### config.mk
export PLATFORM = sky130hd
export DESIGN_NAME = multi_shift_reg
export DESIGN_NICKNAME = d
export VERILOG_FILES = /design/src/rtl/shift_pkg.sv /design/src/rtl/shift_step.sv /design/src/rtl/multi_shift_reg.sv
export SDC_FILE = /design/constraint.sdc
export NUM_CORES = 1
export LEC_CHECK = 0
export CAP_MARGIN = 30
export CORE_UTILIZATION = 23
export CTS_CLUSTER_SIZE = 14
export DETAILED_ROUTE_END_ITERATION = 7
export HOLD_SLACK_MARGIN = 0.15
export PLACE_DENSITY = 0.49
export RECOVER_POWER = 50
export REMOVE_ABC_BUFFERS = 1
export SYNTH_ARGS = -nofsm -noshare
export SYNTH_HDL_FRONTEND = slang
export SYNTH_SLANG_ARGS = --single-unit
export TNS_END_PERCENT = 50
### constraint.sdc
create_clock -name clk -period 1.7 [get_ports clk]
set_input_delay 0.34 -clock clk [delete_from_list [all_inputs] [get_ports clk]]
set_output_delay 0.34 -clock clk [all_outputs]
set_load 0.02 [all_outputs]
### src/rtl/shift_pkg.sv
// Shared definitions for the multi-step shift register: command codes,
// FSM state type and a helper that classifies multi-step commands.
package shift_pkg;

  typedef enum logic [2:0] {
    OP_NOP  = 3'b000,
    OP_LOAD = 3'b001,
    OP_SHL  = 3'b010,
    OP_SHR  = 3'b011,
    OP_ROL  = 3'b100,
    OP_ROR  = 3'b101,
    OP_ASR  = 3'b110,
    OP_CLR  = 3'b111
  } op_t;

  typedef enum logic {
    ST_IDLE  = 1'b0,
    ST_SHIFT = 1'b1
  } state_t;

  // True for commands that move bits and therefore honour amt.
  function automatic logic is_shift_op(input op_t o);
    logic r;
    case (o)
      OP_SHL, OP_SHR, OP_ROL, OP_ROR, OP_ASR: r = 1'b1;
      default:                                r = 1'b0;
    endcase
    return r;
  endfunction

endpackage

### src/rtl/shift_step.sv
// One 1-bit step of a shift/rotate command. Purely combinational; the
// caller decides when the result is committed.
module shift_step
  import shift_pkg::*;
#(
  parameter int N = 8
) (
  input  logic [N-1:0] q,
  input  logic [2:0]   op,
  input  logic         sin,
  output logic [N-1:0] q_next,
  output logic         out_bit
);

  always_comb begin
    q_next  = q;
    out_bit = 1'b0;
    case (op_t'(op))
      OP_SHL: begin
        q_next  = {q[N-2:0], sin};
        out_bit = q[N-1];
      end
      OP_SHR: begin
        q_next  = {sin, q[N-1:1]};
        out_bit = q[0];
      end
      OP_ROL: begin
        q_next  = {q[N-2:0], q[N-1]};
        out_bit = q[N-1];
      end
      OP_ROR: begin
        q_next  = {q[0], q[N-1:1]};
        out_bit = q[0];
      end
      OP_ASR: begin
        q_next  = {q[N-1], q[N-1:1]};
        out_bit = q[0];
      end
      default: begin
        q_next  = q;
        out_bit = 1'b0;
      end
    endcase
  end

endmodule

### src/rtl/multi_shift_reg.sv
// N-bit register executing load/clear and multi-step shift/rotate commands,
// one bit per clock, with a busy flag and a one-cycle done pulse.
module multi_shift_reg
  import shift_pkg::*;
#(
  parameter  int N  = 8,
  localparam int AW = $clog2(N) + 1
) (
  input  logic          clk,
  input  logic          reset,
  input  logic          start,
  input  logic [2:0]    op,
  input  logic [AW-1:0] amt,
  input  logic [N-1:0]  d,
  input  logic          sin,
  output logic [N-1:0]  q,
  output logic          sout,
  output logic          busy,
  output logic          done
);

  // Handshake: a command (op/amt/d) is taken on any rising edge where
  // start=1 and busy=0; start is ignored while busy=1. Completion is
  // signalled by done=1 for exactly one cycle, during which a new command
  // may already be taken.

  localparam logic [AW-1:0] N_AW = AW'(N);

  state_t        state, state_nxt;
  op_t           op_q, op_q_nxt;
  logic [AW-1:0] cnt, cnt_nxt;
  logic [AW-1:0] amt_sat;
  logic [N-1:0]  q_nxt;
  logic          sout_nxt;
  logic          done_nxt;
  logic [N-1:0]  step_q;
  logic          step_out;

  shift_step #(.N(N)) u_step (
    .q      (q),
    .op     (op_q),
    .sin    (sin),
    .q_next (step_q),
    .out_bit(step_out)
  );

  assign busy    = (state == ST_SHIFT);
  assign amt_sat = (amt > N_AW) ? N_AW : amt;

  always_comb begin
    state_nxt = state;
    op_q_nxt  = op_q;
    cnt_nxt   = cnt;
    q_nxt     = q;
    sout_nxt  = sout;
    done_nxt  = 1'b0;
    case (state)
      ST_IDLE: begin
        if (start) begin
          if (is_shift_op(op_t'(op))) begin
            if (amt_sat == '0) begin
              done_nxt = 1'b1;
            end else begin
              op_q_nxt  = op_t'(op);
              cnt_nxt   = amt_sat;
              state_nxt = ST_SHIFT;
            end
          end else begin
            if (op_t'(op) == OP_LOAD) q_nxt = d;
            if (op_t'(op) == OP_CLR)  q_nxt = '0;
            done_nxt = 1'b1;
          end
        end
      end
      ST_SHIFT: begin
        q_nxt    = step_q;
        sout_nxt = step_out;
        cnt_nxt  = cnt - AW'(1);
        // The edge taking the last step also finishes the command.
        if (cnt == AW'(1)) begin
          state_nxt = ST_IDLE;
          done_nxt  = 1'b1;
        end
      end
      default: state_nxt = ST_IDLE;
    endcase
  end

  always_ff @(posedge clk or posedge reset) begin
    if (reset) begin
      state <= ST_IDLE;
      op_q  <= OP_NOP;
      cnt   <= '0;
      q     <= '0;
      sout  <= 1'b0;
      done  <= 1'b0;
    end else begin
      state <= state_nxt;
      op_q  <= op_q_nxt;
      cnt   <= cnt_nxt;
      q     <= q_nxt;
      sout  <= sout_nxt;
      done  <= done_nxt;
    end
  end

endmodule

==> results of run 1 <==
==> layout make-up <==
cell class	instances	area (um2)	share of cell area, %
flip-flops and latches	18	450.4	23.68
clock buffers	3	41.29	2.171
multi-input cells	106	845.8	44.47
inverters	8	30.03	1.579
repair buffers	51	444.2	23.36
well taps	72	90.09	4.737
==> flip-flops by register name (all words and copies together), names as in the netlist <==
register / count
sout: 1
busy: 1
done: 1
q: 8
op_q: 3
cnt: 4
==> cells by family (layout without fill, tap and decap cells) <==
| family | count (synthesis) | after routing | share of synthesized area [%] |
|---|---|---|---|
| AND/OR/NAND/NOR | 42 | 42 | 21.06 |
| AO/OA/AOI/OAI | 42 | 42 | 22.89 |
| buffers and inverters | 16 | 62 | 6.136 |
| XOR/XNOR | 2 | 2 | 1.282 |
| multiplexers | 17 | 17 | 13.09 |
| flip-flops | 18 | 18 | 32.97 |
| adder cells (fa/ha/maj) | 3 | 3 | 2.564 |
==> through the flow <==
step / hold WS, ns / total power (uW) / setup WS [ns] / instances
6_report: 0.4936 / 3539 / 0.04698 / 258
5_1_grt: 0.5326 / 3866 / -0.001256 / 258
4_1_cts: 0.4157 / 3601 / 0.01667 / 258
3_5_place_dp: 0.4752 / 3282 / -0.2693 / 255
3_3_place_gp: 0.4667 / 3258 / -0.2412 / 255
2_1_floorplan: 0.2786 / 2369 / -0.06437 / 132
==> placed cells by master, fill, tap and decap left out, drive strengths merged, types with 5 or more instances in the layout <==
cell type and n:
nor2 6, clkdlybuf4s50 21, inv 8, a31oi 6, clkbuf 7, o221ai 5, mux2i 13, nand2b 5
dfrtp 18, nand2 14, o21ai 6, a21oi 6, buf 21
==> timing repair <==
action,in CTS,in global routing
pin swaps,0,1
gates resized for setup,4,5
hold buffers,0,0
hold endpoints to repair,0,0
endpoints found under the setup margin,6,6
==> per-layer routing <==
| layer | part of all wire [%] | wire length (um) | track usage [%] | vias to the layer above |
|---|---|---|---|---|
| li1 | - | - | - | 625 |
| met1 | 47 | 1665 | 16.75 | 617 |
| met2 | 50 | 1769 | 21.03 | 30 |
| met3 | 2.7 | 96 | 1.379 | 2 |
| met4 | 0.95 | 34 | 3.273 | 0 |
| met5 | 0 | 0 | 0 | - |
==> power breakdown <==
part | internal (uW) | total (uW) | switching, uW
Clock | 157 | 302 | 144
Combinational | 1160 | 2280 | 1120
Sequential | 655 | 954 | 299
==> worst min-delay path by stage <==
stage               startpoint     end  slack (ns)  cells past startpoint
CTS                      reset  cnt[2]        0.42                      3
finish                    sout    sout        0.49                      1
floorplan                reset    busy        0.28                      1
detailed placement        sout    sout        0.48                      1
global placement          sout    sout        0.47                      1
global route              sout    sout        0.53                      1
==> impl_results.md, run 1 <==
- Status: complete, no violations
- Total negative setup slack: 0 ns
- Post-route ant nets: 0
- Count of different cell masters after synthesis: 48
- Number of iterations in the first detailed-routing pass: 4
- Die height: roughly 79 um
- CP Launch Type: register
- Unrepaired setup endpoints after global routing: true
- Largest vdd supply drop: 0.0006946 V
- Overflow after GRT: 0
- Sink Count: 18
- Synthesized netlist cell count: 140
- Post-synthesis async set-or-reset flop share: 100.0%
- Final WL: 3566 um
- Post-CTS Setup Inserts: 0
- Average wire per standard cell: 13.82 um
- Io pins: 30
- DPL Wire Length: between 2000 and 3000 um
- Capture point of the worst path: q[7]
- Iteration-0 DRC count of the detailed router: between 90 and 100
- Final worst clock skew: 0.001379 ns
- CTS tree: built
- Leakage power summed over all cells: 0.0007831 uW
- Relative max-transition margin: 30.01%
- Critical Path Start: q[7]
- Max stage delay on crit path: 0.63 ns
- Antenna violations before repair: 0
- Final setup fails: 0
- Root Buffer Master: sky130_fd_sc_hd__clkbuf_8
- Start of the worst register-to-register path: busy
- Utilization after layout: 33.91%
- Total standard cell area after synthesis: approximately 1400 um2
- Slowest stage cell, crit path: sky130_fd_sc_hd__clkdlybuf4s50_1
- Synth-to-Final Area Change: 39.19%
- Final count of pins violating max slew: 0
- Arrival time of data at the critical path endpoint: 1.31 ns
- Count of H-tree levels built during CTS: 1
- Via count of the first global-routing pass: roughly 1,300
- Cts bufs inserted: 3
- Global-route wire length before repair: 6189 um
- Reg2reg setup slack: approximately 0.12 ns
- Minimum clock period: 1.653 ns
- Maximum clock rate: 605.0 MHz
- GPL Wtd Cong: 0.7884
- Part of the cycle the worst path needs: between 90 and 100%
- NumNets Final: 209
- Endpoint of the lowest-slack register-to-register path: cnt[3]
- CP Max Fanout: 5
- Combined buffer and inverter count along the critical path: 1
- Post-synthesis register bit count: 18
- Final number of hold-violating endpoints: 0
- Max-cap viol count: 0
- Vias per cell: 4.938
- Skew-Pair Late Insertion Delay: 0.25 ns
- Kind of critical path: register to output pin
- Ratio of cells with drive above 1 in the final layout: 20.97%
- Required time reported for the critical path endpoint: between 1 and 1.5 ns
- Classification of the worst-slack hold path: register to register
- DR DRC count: 0
- Flip-flop cell with the highest count after synthesis: sky130_fd_sc_hd__dfrtp_1
- Total number of cells along the worst setup path: 1
- Actual slew at the worst max-slew pin: 1.050 ns
- Area of all placed cells without fillers: 1902 um2
- Clock slew at reported path FFs: 0.07 ns
- Most area-hungry cell type in the Yosys netlist: sky130_fd_sc_hd__dfrtp_1
- Site Rows: 27
- Die Span X: between 70 and 80 um
- Crit path cell chain: clkdlybuf4s50_1
- Leading cell type by number of instances after synthesis: sky130_fd_sc_hd__dfrtp_1
- Pin count of the biggest net entering global routing: 19
- Area share of the largest cell type after synthesis: 32.97%
- Max Root-Sink Buffers: 2
- PD cells: 1861 nW/um2
- Crit path max-delay family: buffers and inverters
- Via count: 1,274
- Mean cell area of the mapped netlist: around 10 um2
- Capturing element type of the critical path: output pin
- Share of synthesized area occupied by flip-flops and latches: 32.97%
- Post-DP Area: 1871 um2
- Warnings from Yosys: 0
- Synth top area cells: sky130_fd_sc_hd__dfrtp_1 33%, sky130_fd_sc_hd__mux2i_1 9.5%, sky130_fd_sc_hd__nand2_1 3.8%
- Starting density of the core: 24.36%
- Depth of the most critical reg-to-reg path: 5
- Global routing usage summed across all routing layers: 12.45%
- Most instantiated cells after synthesis: 18 x sky130_fd_sc_hd__dfrtp_1, 14 x sky130_fd_sc_hd__nand2_1, 13 x sky130_fd_sc_hd__mux2i_1, 7 x sky130_fd_sc_hd__inv_1, 6 x sky130_fd_sc_hd__a31oi_1
- Std-Cell Core Area: 5608 um2
- EDFF count, synth: 0
- Filler instances: 596
- Diodes inserted: 0
- Number of buffers inserted by port buffering: 29
- Die outline area: about 6300 um2
No activity file was read; power rests on OpenSTA's default activity.
==> run 2, diff against run 1 <==
--- a/config.mk
+++ b/config.mk
@@ -5,12 +5,13 @@
 export SDC_FILE = /design/constraint.sdc
 export NUM_CORES = 1
 export LEC_CHECK = 0
+export ABC_AREA = 1
 export CAP_MARGIN = 30
 export CORE_UTILIZATION = 23
 export CTS_CLUSTER_SIZE = 14
 export DETAILED_ROUTE_END_ITERATION = 7
-export HOLD_SLACK_MARGIN = 0.15
-export PLACE_DENSITY = 0.49
+export HOLD_SLACK_MARGIN = 0.06
+export PLACE_DENSITY = 0.5
 export RECOVER_POWER = 50
 export REMOVE_ABC_BUFFERS = 1
 export SYNTH_ARGS = -nofsm -noshare
==> run 2 against run 1 <==
  * Routed wire length shrank 14%
  * Sequential share of layout area grew 4.0 points
  * Cell area shrank 14%
  * Critical path type unchanged
  * Largest cell class unchanged
  * Utilization shrank 0.34 points
==> impl_results.md, run 2 <==
- Pin count of the biggest net entering global routing: 19
- Die height: approximately 74 um
- Area of all placed cells without fillers: 1628 um2
- Post-DP Area: roughly 1600 um2
- Final number of hold-violating endpoints: 0
- Overflow after GRT: 0
- Antenna violations before repair: 0
- Final WL: about 3000 um
- Starting density of the core: 24.49%
- Capturing element type of the critical path: output pin
- Max stage delay on crit path: 0.62 ns
- Leakage power summed over all cells: 0.0007797 uW
- Io pins: 30
- CP Max Fanout: 4
- Synth-to-Final Area Change: 37.09%
- Final setup fails: 0
- Maximum clock rate: 617.5 MHz
- Hold-fix buffers, CTS: 0
- Die Span X: 73.85 um
- Average wire per standard cell: 11.20 um
- Number of buffers inserted by port buffering: 29
- Cts bufs inserted: 3
- Largest register FFs: 8
- Most frequent standard cell in the layout excluding fill and tap cells: sky130_fd_sc_hd__nand2_1
- Max Root-Sink Buffers: 2
- Root Buffer Master: sky130_fd_sc_hd__clkbuf_8
- DR DRC count: 0
- Slowest stage cell, crit path: sky130_fd_sc_hd__clkdlybuf4s50_1
- Share of synthesized area occupied by flip-flops and latches: 37.93%
- Via count: 1,193
- Area share of the largest cell type after synthesis: 37.93%
- Max-cap viol count: 0
- Final worst clock skew: 0.005944 ns
- Synth Area in Compound Gates: 10.33%
- Minimum clock period: 1.619 ns
- Number of iterations in the first detailed-routing pass: 4
- Crit path max-delay family: buffers and inverters
- Largest vdd supply drop: ~0.00078 V
- Post-CTS Setup Inserts: 0
- Kind of critical path: register to output pin
- Flip-flop cell with the highest count after synthesis: sky130_fd_sc_hd__dfrtp_1
- Area fraction in and, or, nand and nor cells after synthesis: 42.15%
- Crit path cell chain: clkdlybuf4s50_1
- Site Rows: 25
- Part of the cycle the worst path needs: 95.26%
- Synth top area cells: sky130_fd_sc_hd__dfrtp_1 38%, sky130_fd_sc_hd__nand2_1 19%, sky130_fd_sc_hd__nand3_1 8.4%
- Leading cell type by number of instances after synthesis: sky130_fd_sc_hd__nand2_1
- Biggest registers after layout: q x8, cnt x4, op_q x3
- Synthesized netlist cell count: 172
- Count of H-tree levels built during CTS: 1
- Most area-hungry cell type in the Yosys netlist: sky130_fd_sc_hd__dfrtp_1
- Std-Cell Core Area: between 4000 and 5000 um2
- Post-route ant nets: 0
- Diodes inserted: 0
- Warnings from Yosys: 0
- Post-synthesis async set-or-reset flop share: 100.0%
- Filler instances: 536
- NumNets Final: 230
- Vias per cell: 4.338
- XOR/XNOR share of the synthesized area: 0%
- Classification of the worst-slack hold path: register to register
- Count of different cell masters after synthesis: 26
- Clock slew at reported path FFs: 0.08 ns
- Sink Count: 18
- Die outline area: between 5000 and 6000 um2
- Skew-Pair Late Insertion Delay: 0.26 ns
- Relative max-transition margin: around 28%
- Share of synthesized area spent on multiplexers: 0%
- CTS tree: built
- PD cells: roughly 2000 nW/um2
- CP Launch Type: register
- Status: complete, no violations
- EDFF count, synth: 0
- GPL Wtd Cong: 0.7676
- Min Hold Slack: 0.5420 ns
- Synthesized-area fraction occupied by adder cells: 2.107%
- Actual slew at the worst max-slew pin: 1.081 ns
- DPL Wire Length: 2311 um
- Placed insts: ~270
- Via count of the first global-routing pass: approximately 1,200
- Post-synthesis register bit count: 18
- Reg with most FFs: q
- Dominant combinational cell family by area after synthesis: simple AND/OR/NAND/NOR gates
- Unrepaired setup endpoints after global routing: false
- Ratio of cells with drive above 1 in the final layout: around an eighth
- Arrival time of data at the critical path endpoint: between 1 and 1.5 ns
- Required time reported for the critical path endpoint: 1.36 ns
- Global-route wire length before repair: around 5300 um
- Mean cell area of the mapped netlist: 6.903 um2
- Combined buffer and inverter count along the critical path: 1
- Reg2reg setup slack: ~0.26 ns
- Highest-count cells in the layout ignoring fill and taps: 59 x sky130_fd_sc_hd__nand2_1, 26 x sky130_fd_sc_hd__clkdlybuf4s50_1, 21 x sky130_fd_sc_hd__nand3_1
- Total standard cell area after synthesis: 1187 um2
- Most instantiated cells after synthesis: 59 x sky130_fd_sc_hd__nand2_1, 20 x sky130_fd_sc_hd__nand3_1, 18 x sky130_fd_sc_hd__dfrtp_1, 13 x sky130_fd_sc_hd__nor2_1, 10 x sky130_fd_sc_hd__inv_1
- Final count of pins violating max slew: 0
- Global routing usage summed across all routing layers: 12.77%
- Cell Count, Final, Fillers Out: between 200 and 300
- Iteration-0 DRC count of the detailed router: 80
run 2: changes by cell type in the layout (fill, tap and decap cells not counted), moves of 7 or more:
cell | before | now
sky130_fd_sc_hd__nor2_1 | 5 | 13
sky130_fd_sc_hd__nand4_1 | 0 | 7
sky130_fd_sc_hd__mux2i_1 | 13 | 0
sky130_fd_sc_hd__nand2_1 | 14 | 59
sky130_fd_sc_hd__buf_4 | 20 | 6
sky130_fd_sc_hd__nand3_1 | 2 | 21
run 2: tightest hold or removal path, stage by stage (launching register included):
cell	delay (ns)
sky130_fd_sc_hd__dfrtp_1	0.39
sky130_fd_sc_hd__nand2_1	0.06
sky130_fd_sc_hd__nand2_1	0.06
run 2: layer usage:
layer / global-route usage, % / vias up / share of wire, %
li1: - / 638 / -
met1: 16.35 / 522 / 48
met2: 21.41 / 29 / 46
met3: 3.155 / 4 / 5.0
met4: 3.205 / 0 / 1.1
met5: 0 / - / 0
run 2: logic make-up (layout without fill, tap and decap cells):
logic type / after synthesis / count (layout)
DFF: 18 / 18
and+or+nand+nor: 110 / 110
AOI/OAI and AO/OA: 22 / 22
buffers and inverters: 20 / 56
adders and majority gates: 2 / 2
run 2: repair_timing:
item | in CTS | in global routing
endpoints found under the hold margin | 0 | 0
pin swaps | 0 | 0
endpoints found under the setup margin | 1 | 2
resized for setup | 1 | 2
run 2: through the flow:
step                      total power [uW]  utilization, %  setup TNS, ns  setup WS, ns
after CTS                             3259           34.14              0       0.02073
after detailed placement              2893           33.03              0       0.02634
final                                 3175           33.57              0       0.08056
after global placement                2889           33.03              0       0.03256
after floorplan                       2112               -      -0.007933     -0.007933
after global routing                  3519           33.57              0       0.03010
run 2: final timing paths:
check / cells past startpoint / start / to
worst max register to register: 9 / op_q[1] / q[3]
worst min-delay path: 2 / q[6] / q[6]
max in group asynchronous: 3 / reset / q[1]
worst max-delay path: 1 / q[4] / q[4]
min in group asynchronous: 3 / reset / q[4]
worst min register to register: 2 / q[6] / q[6]
run 2: report_power, final:
| part | total (uW) | internal [uW] | leakage, uW | switching, uW |
|---|---|---|---|---|
| logic | 1910 | 805 | 0.000532 | 1110 |
| registers | 903 | 652 | 0.000219 | 252 |
| clock network | 360 | 206 | 0.0000288 | 154 |
| total | 3180 | 1660 | 0.000780 | 1510 |
run 2: cell type report:
| cell class | count | area [um2] | share of cell area [%] |
|---|---|---|---|
| Multi-Input combinational cell | 134 | 636.9 | 39.12 |
| Inverter | 15 | 56.30 | 3.459 |
| Timing Repair Buffer | 37 | 345.3 | 21.21 |
| Clock buffer | 4 | 55.05 | 3.382 |
| Sequential cell | 18 | 450.4 | 27.67 |
| Tap cell | 67 | 83.83 | 5.150 |
==> run 3, diff against run 2 <==
--- a/config.mk
+++ b/config.mk
@@ -7,11 +7,12 @@
 export LEC_CHECK = 0
 export ABC_AREA = 1
 export CAP_MARGIN = 30
-export CORE_UTILIZATION = 23
+export CORE_UTILIZATION = 48
 export CTS_CLUSTER_SIZE = 14
 export DETAILED_ROUTE_END_ITERATION = 7
+export GPL_ROUTABILITY_DRIVEN = 0
 export HOLD_SLACK_MARGIN = 0.06
-export PLACE_DENSITY = 0.5
+export PLACE_DENSITY = 0.84
 export RECOVER_POWER = 50
 export REMOVE_ABC_BUFFERS = 1
 export SYNTH_ARGS = -nofsm -noshare
==> run 3 against run 2 <==
  * Hold slack better by 0.0049 ns
  * Sequential share of layout area up 1.4 points
  * Clock skew down 0.0045 ns
  * Register-to-register slack worse by 0.04 ns
  * Routed wire length down 7.0%
  * Cell area down 4.6%
  * Sequential power up 2%
  * Flip-flop and latch count unchanged
  * Critical path type unchanged
  * Cell count down 16%
==> impl_results.md, run 3 (synthesis gave the netlist of run 2 again) <==
- Status: complete, no violations
- Diodes inserted: 0
- CTS tree: built
- Cell Count, Final, Fillers Out: 232
- Number of iterations in the first detailed-routing pass: 4
- Minimum clock period: 1.589 ns
- Antenna violations before repair: 0
- Arrival time of data at the critical path endpoint: ~1.3 ns
- Die Span X: 51.74 um
- Std-Cell Core Area: 2276 um2
- Average wire per standard cell: 12.34 um
- Synth-to-Final Area Change: 30.77%
- Final count of pins violating max slew: 0
- Clk pwr share: between 8 and 9%
- Highest-count cells in the layout ignoring fill and taps: 59 x sky130_fd_sc_hd__nand2_1, 20 x sky130_fd_sc_hd__nand3_1, 18 x sky130_fd_sc_hd__clkdlybuf4s50_1
- Ratio of cells with drive above 1 in the final layout: 11.27%
- Skew-Pair Late Insertion Delay: roughly 0.29 ns
- Io pins: 30
- Classification of the worst-slack hold path: register to register
- CP Launch Type: register
- Cell-internal power: between 1500 and 2000 uW
- Overflow after GRT: 0
- Reg2reg setup slack: 0.22 ns
- Switching power total: 1509 uW
- Max Root-Sink Buffers: 2
- Switching fraction of total power: 49.78%
- Min Hold Slack: 0.5469 ns
- Proportion of power drawn by combinational gates: 60.8%
- Kind of critical path: register to output pin
- Site Rows: 17
- Largest vdd supply drop: around 0.0012 V
- Final setup margin: 0.1113 ns
- Placement-stage worst setup slack: 0.003207 ns
- Slowest stage cell, crit path: sky130_fd_sc_hd__clkdlybuf4s50_1
- Crit path max-delay family: buffers and inverters
- Max stage delay on crit path: 0.61 ns
- Post-CTS Setup Inserts: 0
- Placed insts: around 230
- Final number of hold-violating endpoints: 0
- Unrepaired setup endpoints after global routing: false
- NumNets Final: 226
- Number of buffers inserted by port buffering: 29
- Via count of the first global-routing pass: 1,106
- Total negative setup slack: 0 ns
- Die outline area: 2677 um2
- Count of H-tree levels built during CTS: 1
- Combined buffer and inverter count along the critical path: 1
- Final setup fails: 0
- DR DRC count: 0
- Required time reported for the critical path endpoint: 1.36 ns
- Part of the cycle the worst path needs: 93.45%
- Global routing usage summed across all routing layers: 24.07%
- Via count: around 1,300
- Global-route wire length before repair: 4733 um
- Most frequent standard cell in the layout excluding fill and tap cells: sky130_fd_sc_hd__nand2_1
- Total chip power: 3032 uW
- PD cells: 1953 nW/um2
- Iteration-0 DRC count of the detailed router: 60
- CP Max Fanout: 1
- Hold-fix buffers, CTS: 0
- Die height: 51.74 um
- Reg with most FFs: q
- Largest register FFs: 8
- Starting density of the core: between 50% and 60%
- Biggest registers after layout: q x8, cnt x4, op_q x3
- Relative max-transition margin: 33.56%
- Actual slew at the worst max-slew pin: about 1.0 ns
- Root Buffer Master: sky130_fd_sc_hd__clkbuf_4
- Capturing element type of the critical path: output pin
- Leakage power summed over all cells: 0.0008191 uW
- DPL Wire Length: 2202 um
- Post-route ant nets: 0
- Sink Count: 18
- Vias per cell: 5.418
- Final WL: 2864 um
- Max-cap viol count: 0
- Maximum clock rate: 629.4 MHz
- Clock slew at reported path FFs: 0.11 ns
- Final worst clock skew: 0.001409 ns
- Pin count of the biggest net entering global routing: 19
- Crit path cell chain: clkdlybuf4s50_1
- Fraction of power consumed by sequential logic: 30.3%
- Cts bufs inserted: 3
-- run 3: cell count changes in the layout (fill, tap and decap cells not counted), sizes merged --
cell           previous run  this run
buf                       7         3
dlygate4sd2               1         3
dlygate4sd3               0         2
dlymetal6s2s              0         5
clkbuf                    7         6
clkdlybuf4s50            26        18
-- run 3: layout make-up --
type	count	area, um2
Fill cell	199	723.2
Multi-Input combinational cell	134	641.9
Sequential cell	18	451.7
Timing Repair Buffer	33	331.6
Inverter	15	56.30
Clock buffer	4	36.28
Tap cell	28	35.03
-- run 3: power groups by stage --
stage | clock (uW) | combinational (uW) | sequential [uW]
CTS | 278 | 1890 | 914
global route | 306 | 2080 | 954
floorplan | 0 | 1060 | 1050
detailed placement | 0 | 1900 | 924
global placement | 0 | 1830 | 906
finish | 271 | 1840 | 919
-- run 3: per-stage QoR --
step | instance area, um2 | util (%)
floorplan | 1155 | -
global placement | 1523 | 66.90
detailed placement | 1523 | 66.90
CTS | 1555 | 68.33
global route | 1553 | 68.22
finish | 1553 | 68.22
-- run 3: what timing repair did --
action | CTS | global route
gates resized for setup | 3 | 7
setup endpoints to repair | 3 | 7
gates cloned | 0 | 0
pin swaps | 0 | 0
-- run 3: path summary, 6_finish.rpt --
path                          from  endpoint  cells after the start
min in group asynchronous    reset      q[3]                      3
max in group asynchronous    reset   op_q[1]                      3
min                           sout      sout                      2
max reg2reg                op_q[2]      q[5]                      9
max                           done      done                      1
min reg2reg                   sout      sout                      2
-- run 3: layer usage --
layer	vias to the layer above	global-route usage [%]	wire, um	part of all wire, %
met2	39	40.26	1448	51
met4	0	9.910	35	1.2
met5	-	0	0	0
met3	4	4.094	135	4.7
met1	585	30.51	1245	43
li1	629	-	-	-
